$ cat src/rtl/key_typematic_ctrl_pkg.sv
// Shared definitions for the keyboard typematic controller: event word layout,
// FSM state encoding and the default timing constants for a 50 MHz clock.
package key_pkg;

  // Event word layout
  localparam int EV_W         = 12;
  localparam int EV_ASCII_LSB = 0;
  localparam int EV_ASCII_MSB = 7;
  localparam int EV_DIR_BIT   = 8;
  localparam int EV_CTRL_BIT  = 9;
  localparam int EV_ALT_BIT   = 10;
  localparam int EV_REP_BIT   = 11;

  // Default timing: 500 ms initial delay, 20 Hz repeat at 50 MHz
  localparam int DEF_DELAY_CYC = 25_000_000;
  localparam int DEF_RATE_CYC  = 2_500_000;

  typedef enum logic [1:0] {
    ST_IDLE   = 2'd0,
    ST_DELAY  = 2'd1,
    ST_REPEAT = 2'd2
  } key_state_e;

  function automatic int max_int(input int a, input int b);
    return (a > b) ? a : b;
  endfunction

endpackage

$ cat src/rtl/key_typematic_ctrl_if.sv
// Event stream from the typematic controller to its consumer.
//
// Handshake: ev_valid is high whenever the FIFO holds an event and ev_data is
// the head event. An event is transferred on every rising clock edge where
// ev_valid && ev_ready; ev_ready while ev_valid is low has no effect.
// ev_valid/ev_data do not depend combinationally on ev_ready.
interface key_typematic_ctrl_if #(
  parameter int DEPTH = 8
);
  localparam int CW = $clog2(DEPTH) + 1;

  logic          ev_valid;
  logic          ev_ready;
  logic [11:0]   ev_data;
  logic [CW-1:0] ev_count;

  modport master (
    output ev_valid,
    output ev_data,
    output ev_count,
    input  ev_ready
  );

  modport slave (
    input  ev_valid,
    input  ev_data,
    input  ev_count,
    output ev_ready
  );
endinterface

$ cat src/rtl/key_typematic_ctrl_fifo.sv
// First-word-fall-through event FIFO with a sticky overflow flag.
// DEPTH must be a power of two (>= 2) so the pointers wrap naturally.
module key_event_fifo #(
  parameter int WIDTH = 12,
  parameter int DEPTH = 8
) (
  input  logic                     clk,
  input  logic                     rst,
  input  logic                     push_i,
  input  logic [WIDTH-1:0]         wdata_i,
  input  logic                     pop_req_i,
  input  logic                     clr_ovf_i,
  output logic                     valid_o,
  output logic [WIDTH-1:0]         rdata_o,
  output logic [$clog2(DEPTH):0]   count_o,
  output logic                     overflow_o
);
  localparam int AW = $clog2(DEPTH);

  logic [WIDTH-1:0] mem_q [DEPTH];
  logic [AW-1:0]    wptr_q;
  logic [AW-1:0]    rptr_q;
  logic [AW:0]      count_q;
  logic             ovf_q;

  logic empty;
  logic full;
  logic do_pop;
  logic do_wr;
  logic drop;

  // A write into a full FIFO is still accepted when the head leaves the same cycle
  assign empty  = (count_q == '0);
  assign full   = (count_q == (AW+1)'(DEPTH));
  assign do_pop = pop_req_i && !empty;
  assign do_wr  = push_i && (!full || do_pop);
  assign drop   = push_i && full && !do_pop;

  // Pointer, occupancy and overflow bookkeeping
  always_ff @(posedge clk) begin
    if (rst) begin
      wptr_q  <= '0;
      rptr_q  <= '0;
      count_q <= '0;
      ovf_q   <= 1'b0;
    end else begin
      if (do_wr) wptr_q <= wptr_q + 1'b1;
      if (do_pop) rptr_q <= rptr_q + 1'b1;
      case ({do_wr, do_pop})
        2'b10:   count_q <= count_q + 1'b1;
        2'b01:   count_q <= count_q - 1'b1;
        default: count_q <= count_q;
      endcase
      // A drop in the same cycle as a clear leaves the flag set
      if (drop) ovf_q <= 1'b1;
      else if (clr_ovf_i) ovf_q <= 1'b0;
    end
  end

  // Storage array; contents are don't-care until written
  always_ff @(posedge clk) begin
    if (do_wr) mem_q[wptr_q] <= wdata_i;
  end

  assign valid_o    = !empty;
  assign rdata_o    = empty ? '0 : mem_q[rptr_q];
  assign count_o    = count_q;
  assign overflow_o = ovf_q;

endmodule

$ cat src/rtl/key_typematic_ctrl.sv
// Keyboard typematic controller: turns a held scan code into one press event
// followed, after DELAY_CYC cycles, by repeat events every RATE_CYC cycles.
// Events are queued in a FWFT FIFO for the consumer.
module key_typematic_ctrl
  import key_pkg::*;
#(
  parameter int DELAY_CYC = DEF_DELAY_CYC,
  parameter int RATE_CYC  = DEF_RATE_CYC,
  parameter int DEPTH     = 8
) (
  input  logic                 clk,
  input  logic                 rst,
  input  logic [7:0]           cur_key,
  input  logic [7:0]           ascii_key,
  input  logic                 is_dir,
  input  logic                 ctrl,
  input  logic                 alt,
  input  logic                 rep_en,
  input  logic                 clr_ovf,
  output logic                 overflow,
  output key_state_e           dbg_state,
  key_typematic_ctrl_if.master ev_bus
);
  localparam int TMR_MAX = max_int(DELAY_CYC, RATE_CYC);
  localparam int TMR_W   = (TMR_MAX > 1) ? $clog2(TMR_MAX) : 1;
  localparam logic [TMR_W-1:0] DELAY_LOAD = TMR_W'(DELAY_CYC - 1);
  localparam logic [TMR_W-1:0] RATE_LOAD  = TMR_W'(RATE_CYC - 1);

  key_state_e       state_q, state_d;
  logic [TMR_W-1:0] tmr_q, tmr_d;
  logic [7:0]       last_key_q;

  logic             push_req;
  logic             push_rep;
  logic             push;
  logic [EV_W-1:0]  ev_word;

  // State, timer and previous-key registers
  always_ff @(posedge clk) begin
    if (rst) begin
      state_q    <= ST_IDLE;
      tmr_q      <= '0;
      last_key_q <= '0;
    end else begin
      state_q    <= state_d;
      tmr_q      <= tmr_d;
      last_key_q <= cur_key;
    end
  end

  // Next-state logic: press on new key, repeat on timer expiry, idle on release.
  // With rep_en low the timer simply holds, so repeats resume where they left off.
  always_comb begin
    state_d  = state_q;
    tmr_d    = tmr_q;
    push_req = 1'b0;
    push_rep = 1'b0;
    case (state_q)
      ST_IDLE: begin
        if (cur_key != 8'h00) begin
          push_req = 1'b1;
          tmr_d    = DELAY_LOAD;
          state_d  = ST_DELAY;
        end
      end
      ST_DELAY, ST_REPEAT: begin
        if (cur_key == 8'h00) begin
          tmr_d   = '0;
          state_d = ST_IDLE;
        end else if (cur_key != last_key_q) begin
          push_req = 1'b1;
          tmr_d    = DELAY_LOAD;
          state_d  = ST_DELAY;
        end else if (rep_en) begin
          if (tmr_q == '0) begin
            push_req = 1'b1;
            push_rep = 1'b1;
            tmr_d    = RATE_LOAD;
            state_d  = ST_REPEAT;
          end else begin
            tmr_d = tmr_q - 1'b1;
          end
        end
      end
      default: begin
        tmr_d   = '0;
        state_d = ST_IDLE;
      end
    endcase
  end

  // Event word from the same-cycle decoder inputs
  always_comb begin
    ev_word                            = '0;
    ev_word[EV_ASCII_MSB:EV_ASCII_LSB] = ascii_key;
    ev_word[EV_DIR_BIT]                = is_dir;
    ev_word[EV_CTRL_BIT]               = ctrl;
    ev_word[EV_ALT_BIT]                = alt;
    ev_word[EV_REP_BIT]                = push_rep;
  end

  // Keys with no printable code and no direction meaning produce no event,
  // but the FSM still runs its normal timing for them.
  assign push = push_req && ((ascii_key != 8'h00) || is_dir);

  key_event_fifo #(
    .WIDTH (EV_W),
    .DEPTH (DEPTH)
  ) u_fifo (
    .clk        (clk),
    .rst        (rst),
    .push_i     (push),
    .wdata_i    (ev_word),
    .pop_req_i  (ev_bus.ev_ready),
    .clr_ovf_i  (clr_ovf),
    .valid_o    (ev_bus.ev_valid),
    .rdata_o    (ev_bus.ev_data),
    .count_o    (ev_bus.ev_count),
    .overflow_o (overflow)
  );

  assign dbg_state = state_q;

endmodule

$ cat src/flat_wrapper.sv
// flat-port wrapper written by rule: the top's interface ports become plain ports
module key_typematic_ctrl_flat import key_pkg::*;
#(
  parameter int DELAY_CYC = DEF_DELAY_CYC,
  parameter int RATE_CYC  = DEF_RATE_CYC,
  parameter int DEPTH     = 8
)
  (clk, rst, cur_key, ascii_key, is_dir, ctrl, alt, rep_en, clr_ovf, overflow, dbg_state, ev_bus_ev_valid, ev_bus_ev_data, ev_bus_ev_count, ev_bus_ev_ready);
  key_typematic_ctrl_if #(.DEPTH(DEPTH)) ev_bus_i ();
  input  logic clk;
  input  logic rst;
  input  logic [7:0] cur_key;
  input  logic [7:0] ascii_key;
  input  logic is_dir;
  input  logic ctrl;
  input  logic alt;
  input  logic rep_en;
  input  logic clr_ovf;
  output logic overflow;
  output key_state_e dbg_state;
  output wire logic [$bits(ev_bus_i.ev_valid)-1:0] ev_bus_ev_valid;
  output wire logic [$bits(ev_bus_i.ev_data)-1:0] ev_bus_ev_data;
  output wire logic [$bits(ev_bus_i.ev_count)-1:0] ev_bus_ev_count;
  input wire logic [$bits(ev_bus_i.ev_ready)-1:0] ev_bus_ev_ready;
  assign ev_bus_ev_valid = ev_bus_i.ev_valid;
  assign ev_bus_ev_data = ev_bus_i.ev_data;
  assign ev_bus_ev_count = ev_bus_i.ev_count;
  assign ev_bus_i.ev_ready = ev_bus_ev_ready;
  key_typematic_ctrl #(.DELAY_CYC(DELAY_CYC), .RATE_CYC(RATE_CYC), .DEPTH(DEPTH)) u_core (.clk(clk), .rst(rst), .cur_key(cur_key), .ascii_key(ascii_key), .is_dir(is_dir), .ctrl(ctrl), .alt(alt), .rep_en(rep_en), .clr_ovf(clr_ovf), .overflow(overflow), .dbg_state(dbg_state), .ev_bus(ev_bus_i));
endmodule
$ cat config.mk
export PLATFORM = sky130hd
export DESIGN_NAME = key_typematic_ctrl_flat
export DESIGN_NICKNAME = d
export VERILOG_FILES = /design/src/rtl/key_typematic_ctrl_pkg.sv /design/src/rtl/key_typematic_ctrl_if.sv /design/src/rtl/key_typematic_ctrl_fifo.sv /design/src/rtl/key_typematic_ctrl.sv /design/src/flat_wrapper.sv
export SDC_FILE = /design/constraint.sdc
export NUM_CORES = 1
export LEC_CHECK = 0
export CAP_MARGIN = 40
export CORE_ASPECT_RATIO = 1.4
export CORE_MARGIN = 2
export CORE_UTILIZATION = 46
export CTS_BUF_LIST = sky130_fd_sc_hd__clkbuf_8
export CTS_CLUSTER_DIAMETER = 100
export DETAILED_ROUTE_END_ITERATION = 8
export MAX_ROUTING_LAYER = met4
export PLACE_DENSITY = 0.69
export SYNTH_ARGS = -nofsm -noshare
export SYNTH_HDL_FRONTEND = slang
export SYNTH_HIERARCHICAL = 1
export SYNTH_SLANG_ARGS = --single-unit
$ cat constraint.sdc
create_clock -name clk -period 9.95 [get_ports clk]
set_clock_uncertainty 0.15 [all_clocks]
set_input_delay 0.995 -clock clk [delete_from_list [all_inputs] [get_ports clk]]
set_output_delay 0.995 -clock clk [all_outputs]
set_load 0.02 [all_outputs]
# Word-level counts from Yosys, hierarchy flattened
# Memories as Yosys holds them, arrays and structs flattened. A register that Yosys moved wholly into a read port is not among the register bits.
# Index checks and enable logic that the tools add are counted.
dict set report op_classes {
  reduce_logical 21
  n_addsub 5
  eq_ne 9
  muxes 29
}
# operator count
set ops {}
lappend ops {{2-to-1 mux 25 bit} 5}
lappend ops {{one-hot mux 25 bit (2 select lines)} 1}
lappend ops {{logical NOT 25 bit} 1}
lappend ops {{subtractor 25 x 1 -> 25 bit (second input constant)} 1}
lappend ops {{nonzero test 8 bit} 2}
lappend ops {{2-to-1 mux 1 bit} 12}
lappend ops {{2-to-1 mux 12 bit} 1}
lappend ops {{2-to-1 mux 2 bit} 5}
lappend ops {{logical NOT 8 bit} 1}
lappend ops {{!= test 8 bit} 1}
lappend ops {{one-hot mux 4 bit (2 select lines)} 1}
lappend ops {{adder 3 x 1 -> 3 bit (second input constant)} 2}
lappend ops {{2-to-1 mux 3 bit} 2}
lappend ops {{logical AND 1 bit} 5}
lappend ops {{adder 4 x 1 -> 4 bit (second input constant)} 1}
lappend ops {{== test 2 x 1 -> 1 bit (second input constant)} 2}
lappend ops {{== test 2 bit (second input constant)} 2}
lappend ops {{== test 4 bit (second input constant)} 1}
lappend ops {{logical NOT 4 bit} 1}
lappend ops {{!= test 4 x 1 -> 1 bit (second input constant)} 1}
lappend ops {{!= test 4 x 2 -> 1 bit (second input constant)} 1}
lappend ops {{one-hot mux 2 bit (2 select lines)} 1}
lappend ops {{nonzero test 2 bit} 2}
lappend ops {{subtractor 4 x 1 -> 4 bit (second input constant)} 1}
lappend ops {{8 further kinds} 11}
dict set report totals {
  out_inout_bits 20
  mem_count 1
  ram_bits 96
  reg_bits 46
  elab_cells 72
}
# memory depth width read_ports rd_ports_with_merged_regs wr line_no
set memory_table {}
lappend memory_table {u_core.u_fifo.mem_q 8 12 1 1 1 key_typematic_ctrl_fifo.sv:20} ;# logic [WIDTH-1:0] mem_q [DEPTH];

# Logic depth before layout (Yosys ltp)
dict set report depth {
  ltp_word 10
  ltp_mapped 16
  ltp_nobuf 15
}

# Modules after synthesis
# The synthesis kept the hierarchy.
# mod cells_per_inst area_each_um2 seq_area_each_um2 instances
set modules_own_cells {}
lappend modules_own_cells {key_event_fifo 237 4376.7 3163.0 1}
lappend modules_own_cells {key_typematic_ctrl 275 2197.1 700.7 1}

# Worst setup path before layout
# OpenSTA, ideal clock, no wires.
dict set report synth_timing {
  path_kind {register to register}
  start {register u_core.tmr_q[14]}
  end {memory u_core.u_fifo.mem_q[0][0] (enable)}
  stages_incl_launch_ff 11
  t_arrival_ns 3.888
  path_slack_ns 5.499
  cell_sequence {dfxtp_1 > or4_1 > buf_2 > or4_4 > nor2_4 > a21o_1 > a21oi_1 > a2111oi_2 > clkbuf_1 > o21ai_2 > nor4_1}
}
dict set report synth_via {
  elab_chain_cells 10
}
# item line_no
set synth_rtl {}
lappend synth_rtl {{start: declaration} key_typematic_ctrl.sv:30} ;# logic [TMR_W-1:0] tmr_q, tmr_d;
lappend synth_rtl {{start signal: assignment} key_typematic_ctrl.sv:46} ;# tmr_q <= tmr_d;
lappend synth_rtl {{logical NOT 25 bit} key_typematic_ctrl.sv:75} ;# if (tmr_q == '0) begin
lappend synth_rtl {{2-to-1 mux 1 bit} key_typematic_ctrl.sv:75}
lappend synth_rtl {{2-to-1 mux 1 bit} key_typematic_ctrl.sv:74} ;# end else if (rep_en) begin
lappend synth_rtl {{2-to-1 mux 1 bit} key_typematic_ctrl.sv:70} ;# end else if (cur_key != last_key_q) begin
lappend synth_rtl {{2-to-1 mux 1 bit} key_typematic_ctrl.sv:67} ;# if (cur_key == 8'h00) begin
lappend synth_rtl {{one-hot mux 1 bit (2 select lines)} key_typematic_ctrl.sv:58} ;# case (state_q)
lappend synth_rtl {{logical AND 1 bit} key_typematic_ctrl.sv:104} ;# assign push = push_req && ((ascii_key != 8'h00) || is_dir);
lappend synth_rtl {{net u_core.push} key_typematic_ctrl.sv:35} ;# logic push;
lappend synth_rtl {{logical AND 1 bit} key_typematic_ctrl_fifo.sv:36} ;# assign do_wr = push_i && (!full || do_pop);
lappend synth_rtl {{2-to-1 mux 1 bit} key_typematic_ctrl_fifo.sv:62} ;# if (do_wr) mem_q[wptr_q] <= wdata_i;
lappend synth_rtl {{2-to-1 mux 1 bit (not written as such)} key_typematic_ctrl_fifo.sv:62}
lappend synth_rtl {{end: declaration} key_typematic_ctrl_fifo.sv:20}
# The timed path passes the listed nets, and every way through them passes these cells.

# Worst setup path after layout
dict set report layout_timing {
  start {input port cur_key[4]}
  end {register u_core.u_fifo.count_q[2], in the netlist u_core/u_fifo/count_o[2]}
}
dict set report layout_via {
  elab_chain_cells 8
}
# item line_no
set layout_rtl {}
lappend layout_rtl {{start: declaration} flat_wrapper.sv:12} ;# input logic [7:0] cur_key;
lappend layout_rtl {{!= test 8 bit} key_typematic_ctrl.sv:70}
lappend layout_rtl {{2-to-1 mux 1 bit} key_typematic_ctrl.sv:70}
lappend layout_rtl {{2-to-1 mux 1 bit} key_typematic_ctrl.sv:67}
lappend layout_rtl {{one-hot mux 1 bit (2 select lines) (*)} key_typematic_ctrl.sv:58}
lappend layout_rtl {{logical AND 1 bit (*)} key_typematic_ctrl.sv:104}
lappend layout_rtl {{net u_core.push} key_typematic_ctrl.sv:35}
lappend layout_rtl {{logical AND 1 bit (*)} key_typematic_ctrl_fifo.sv:36}
lappend layout_rtl {{== test 2 x 1 -> 1 bit or == test 2 bit (tied branches)} key_typematic_ctrl_fifo.sv:49} ;# case ({do_wr, do_pop})
lappend layout_rtl {{one-hot mux 4 bit (2 select lines) or nonzero test 2 bit (tied branches)} -}
lappend layout_rtl {{end signal: assignment} key_typematic_ctrl_fifo.sv:50} ;# 2'b10: count_q <= count_q + 1'b1;
lappend layout_rtl {{end signal: assignment} key_typematic_ctrl_fifo.sv:51} ;# 2'b01: count_q <= count_q - 1'b1;
lappend layout_rtl {{end signal: assignment} key_typematic_ctrl_fifo.sv:52} ;# default: count_q <= count_q;
lappend layout_rtl {{end: declaration} key_typematic_ctrl_fifo.sv:23} ;# logic [AW:0] count_q;
# The timed path passes the listed nets; every way through them passes the cells marked *.
# A chain may end at the register's enable or synchronous reset.

==> results.md <==
* Outcome: complete, no violations
* Cell-by-cell trace of the critical path: clkdlybuf4s50_1 -> xor2_1 -> nor4_1 -> nand2_1 -> a21o_1 -> a21oi_1 -> a2111oi_2 -> buf_2 -> or2_2 -> xnor2_1 -> ha_1 -> nor2_1 -> nor4_1 -> a311oi_2 -> o221ai_1
* Final hold violations at 0
* Synth warnings at 6
* Leading cell type in the layout, fill and taps excluded: edfxtp_1
* Post-CTS resize count at 0
* Post-synth EDFFs at 96
* Final Instance Count excl. Fillers at 761
* Num CTS Buffers at 17
* Initial antenna violation count at 0
* PortBufs at 43
* First-pass GRT wire length at 23600 um
* Synth Net Count at about 540
* Die Span X at between 100 and 150 um
* Clock sinks at 145
* Worst Max-Slew Pin Slew at 0.889 ns
* Startpoint Class: input pin
* Die ar. at 15300 um2
* DRC at 0
* Synthesized area at 6570 um2
* CP most frequent cell: nor4_1
* Later-pin clock latency in the skew report at approximately 0.44 ns
* Die Y at 145 um
* WS Path Type: in -> reg
* IO Count at 44
* Pins Over Slew Limit at 0
* Sequential fraction of the synthesis area at 0.588
* Final setup fails at 0
* Ant diodes at 0
* Nets at 594
* Post-layout total power at 1.63 mW
* Avg Cell Area, Syn at between 10 and 15 um2
* Most frequent cells in the layout: edfxtp_1, dfxtp_1, clkdlybuf4s50_1
* VDD IR max at ~0.00011 V
* Final Cycle Share at 0.452
* Predominant post-synthesis flop cell: edfxtp_1
* CTS clock-pin slew for the worst setup and hold paths at 0.09 ns
* Worst hold slack at roughly 0.34 ns
* FILL cells at between 1000 and 1500
* Fmax at 0.222 GHz
* Arr. time, crit path at between 4 and 5 ns
* All-Layer GR Usage at 0.203
* FFs w/ async S/R, synth at 0
* WP data required at 10.11 ns
* Slowest CP cell: nand2_1
* Row Count at 51
* Cells after Synth at 512
* Post-DRT Antenna Nets at 0
* Post-DR wirelength/cell at 19.3 um
* Area occupied by multi-input gates at 2570 um2
* Final WL at 14700 um
* Leak at 2.51 nW
* Initial DRT Pass Iterations at 5
* Max Buffers Root-to-Sink at 2
* Global route overflow at 0
* Post-synthesis register bit count at 145
* Tmin final at 4.50 ns
* P per Cell Area at around 210 nW/um2
* Largest stage delay on the critical path at 0.49 ns
* Share of cells above drive strength 1 at 0.158
* Core area at 13900 um2
* Largest net degree at the start of global routing at 48
* Placed insts at 729
* Hold Buf Count CTS at 0
* Hpwl dp at about 10000 um
* Cell variety after synth at 65
* Vias in the first global route at 4575
* Gpl congestion at 0.918
* Via density at 5.99
* H-Tree Depth at 4
* CP endpoint kind: flip-flop
* Max_cap viols at 0
* Initial Utilization at 0.473
* CTS tree: yes
* RSZ-0062 raised after global routing: no
* Initial DRC count at about 290
* Min-delay worst type: reg -> reg
* Total Neg Setup Slack at 0 ns
* Rel. slew slack at 0.402
* Worst Path Max Fanout at 19
* Root buf cell: clkbuf_8
* Routed vias at 4559
* Register cell area after layout at approximately 3900 um2
* Post-CTS Setup Inserts at 0
* Area Growth Syn to Fin at 16.7%
synth_stat cells, drive strengths merged, types with 2 or more instances:
master   number  area (um2)
edfxtp       96        2880
dfxtp        49         981
nor2         41         161
nor3         28         145
mux4         24         541
a21oi        22         110
nand2        21        78.8
o21ai        16        95.1
clkbuf       15        56.3
mux2i        14         140
nor4         14        87.6
xor2         14         123
nand4        13        81.3
inv          12        45.0
buf          11        68.8
nand2b       10        62.6
nor2b        10        62.6
or4          10        78.8
nand3         8        40.0
ha            7        87.6
a21o          6        45.0
o22ai         6        37.5
or3           6        42.5
o32ai         5        43.8
a22o          4        35.0
o211ai        4        35.0
or2           4        25.0
a211o         3        26.3
o2bb2ai       3        26.3
o41ai         3        26.3
xnor2         3        26.3
a2111oi       2        23.8
a211oi        2        15.0
a221o         2        20.0
and2          2        12.5
nand3b        2        15.0
o21a          2        15.0
o311ai        2        17.5
o31a          2        17.5
o31ai         2        20.0
layer usage:
| metal | vias up | track usage | share of wire |
|---|---|---|---|
| met5 | - | - | 0 |
| met4 | 0 | 0.0900 | 0.025 |
| met3 | 32 | 0.0358 | 0.052 |
| met2 | 171 | 0.353 | 0.54 |
| met1 | 2247 | 0.227 | 0.39 |
| li1 | 2109 | - | - |
registers in the layout (all words and copies together) (netlist names), named ones only:
register                  count
u_core/u_fifo/mem_q          96
u_core/tmr_q                 25
u_core/last_key_q             8
u_core/u_fifo/count_o         4
u_core/u_fifo/rptr_q          3
u_core/u_fifo/wptr_q          3
u_core/dbg_state              2
u_core/u_fifo/overflow_o      1
power breakdown:
part           switching [mW]  leakage (nW)  total [mW]  internal [mW]
clock                   0.242         0.200       0.472          0.231
combinational           0.232          1.02       0.433          0.201
sequential             0.0361          1.29       0.725          0.689
total                   0.510          2.51        1.63           1.12
worst max-delay path, delay by kind of cell:
kind | cells | cell delay, ns
and+or+nand+nor | 5 | 1.42
AOI/OAI and AO/OA | 5 | 1.03
buffers and inverters | 2 | 0.66
xor gates and xnor gates | 2 | 0.32
adders and majority gates | 1 | 0.22
cell type report:
type,count,area share
Timing Repair Buffer,58,0.0729
Clock inverter,15,0.0222
Clock buffer,17,0.0305
Multi-Input combinational cell,329,0.335
Sequential cell,145,0.504
Tap cell,185,0.0302
Inverter,12,0.00587
logic make-up after synthesis:
| kind of cell | synth area share |
|---|---|
| AND/OR/NAND/NOR | 0.144 |
| flip-flops | 0.588 |
| AO/OA/AOI/OAI | 0.103 |
| buffers and inverters | 0.0259 |
| multiplexers | 0.104 |
| XOR/XNOR | 0.0227 |
| adder cells (fa/ha/maj) | 0.0133 |
stage by stage:
| step | instance area, um2 | setup slack (ns) | util |
|---|---|---|---|
| 3_5_place_dp | 7270 | 5.06 | 0.522 |
| 6_report | 7670 | 5.45 | 0.551 |
| 2_1_floorplan | 6570 | 5.50 | - |
| 4_1_cts | 7670 | 5.52 | 0.551 |
| 5_1_grt | 7670 | 5.21 | 0.551 |
| 3_3_place_gp | 7180 | 4.75 | 0.516 |
path summary, 6_finish.rpt:
path | startpoint | end | slack (ns) | cells after the start
max | cur_key[4] | u_core/u_fifo/count_o[2] | 5.45 | 15
min | u_core/tmr_q[11] | u_core/tmr_q[11] | 0.34 | 1
max reg2reg | u_core/tmr_q[14] | u_core/u_fifo/count_o[2] | 5.51 | 14
min reg2reg | u_core/tmr_q[11] | u_core/tmr_q[11] | 0.34 | 1
Note: power is estimated with default switching activity, not from simulation.
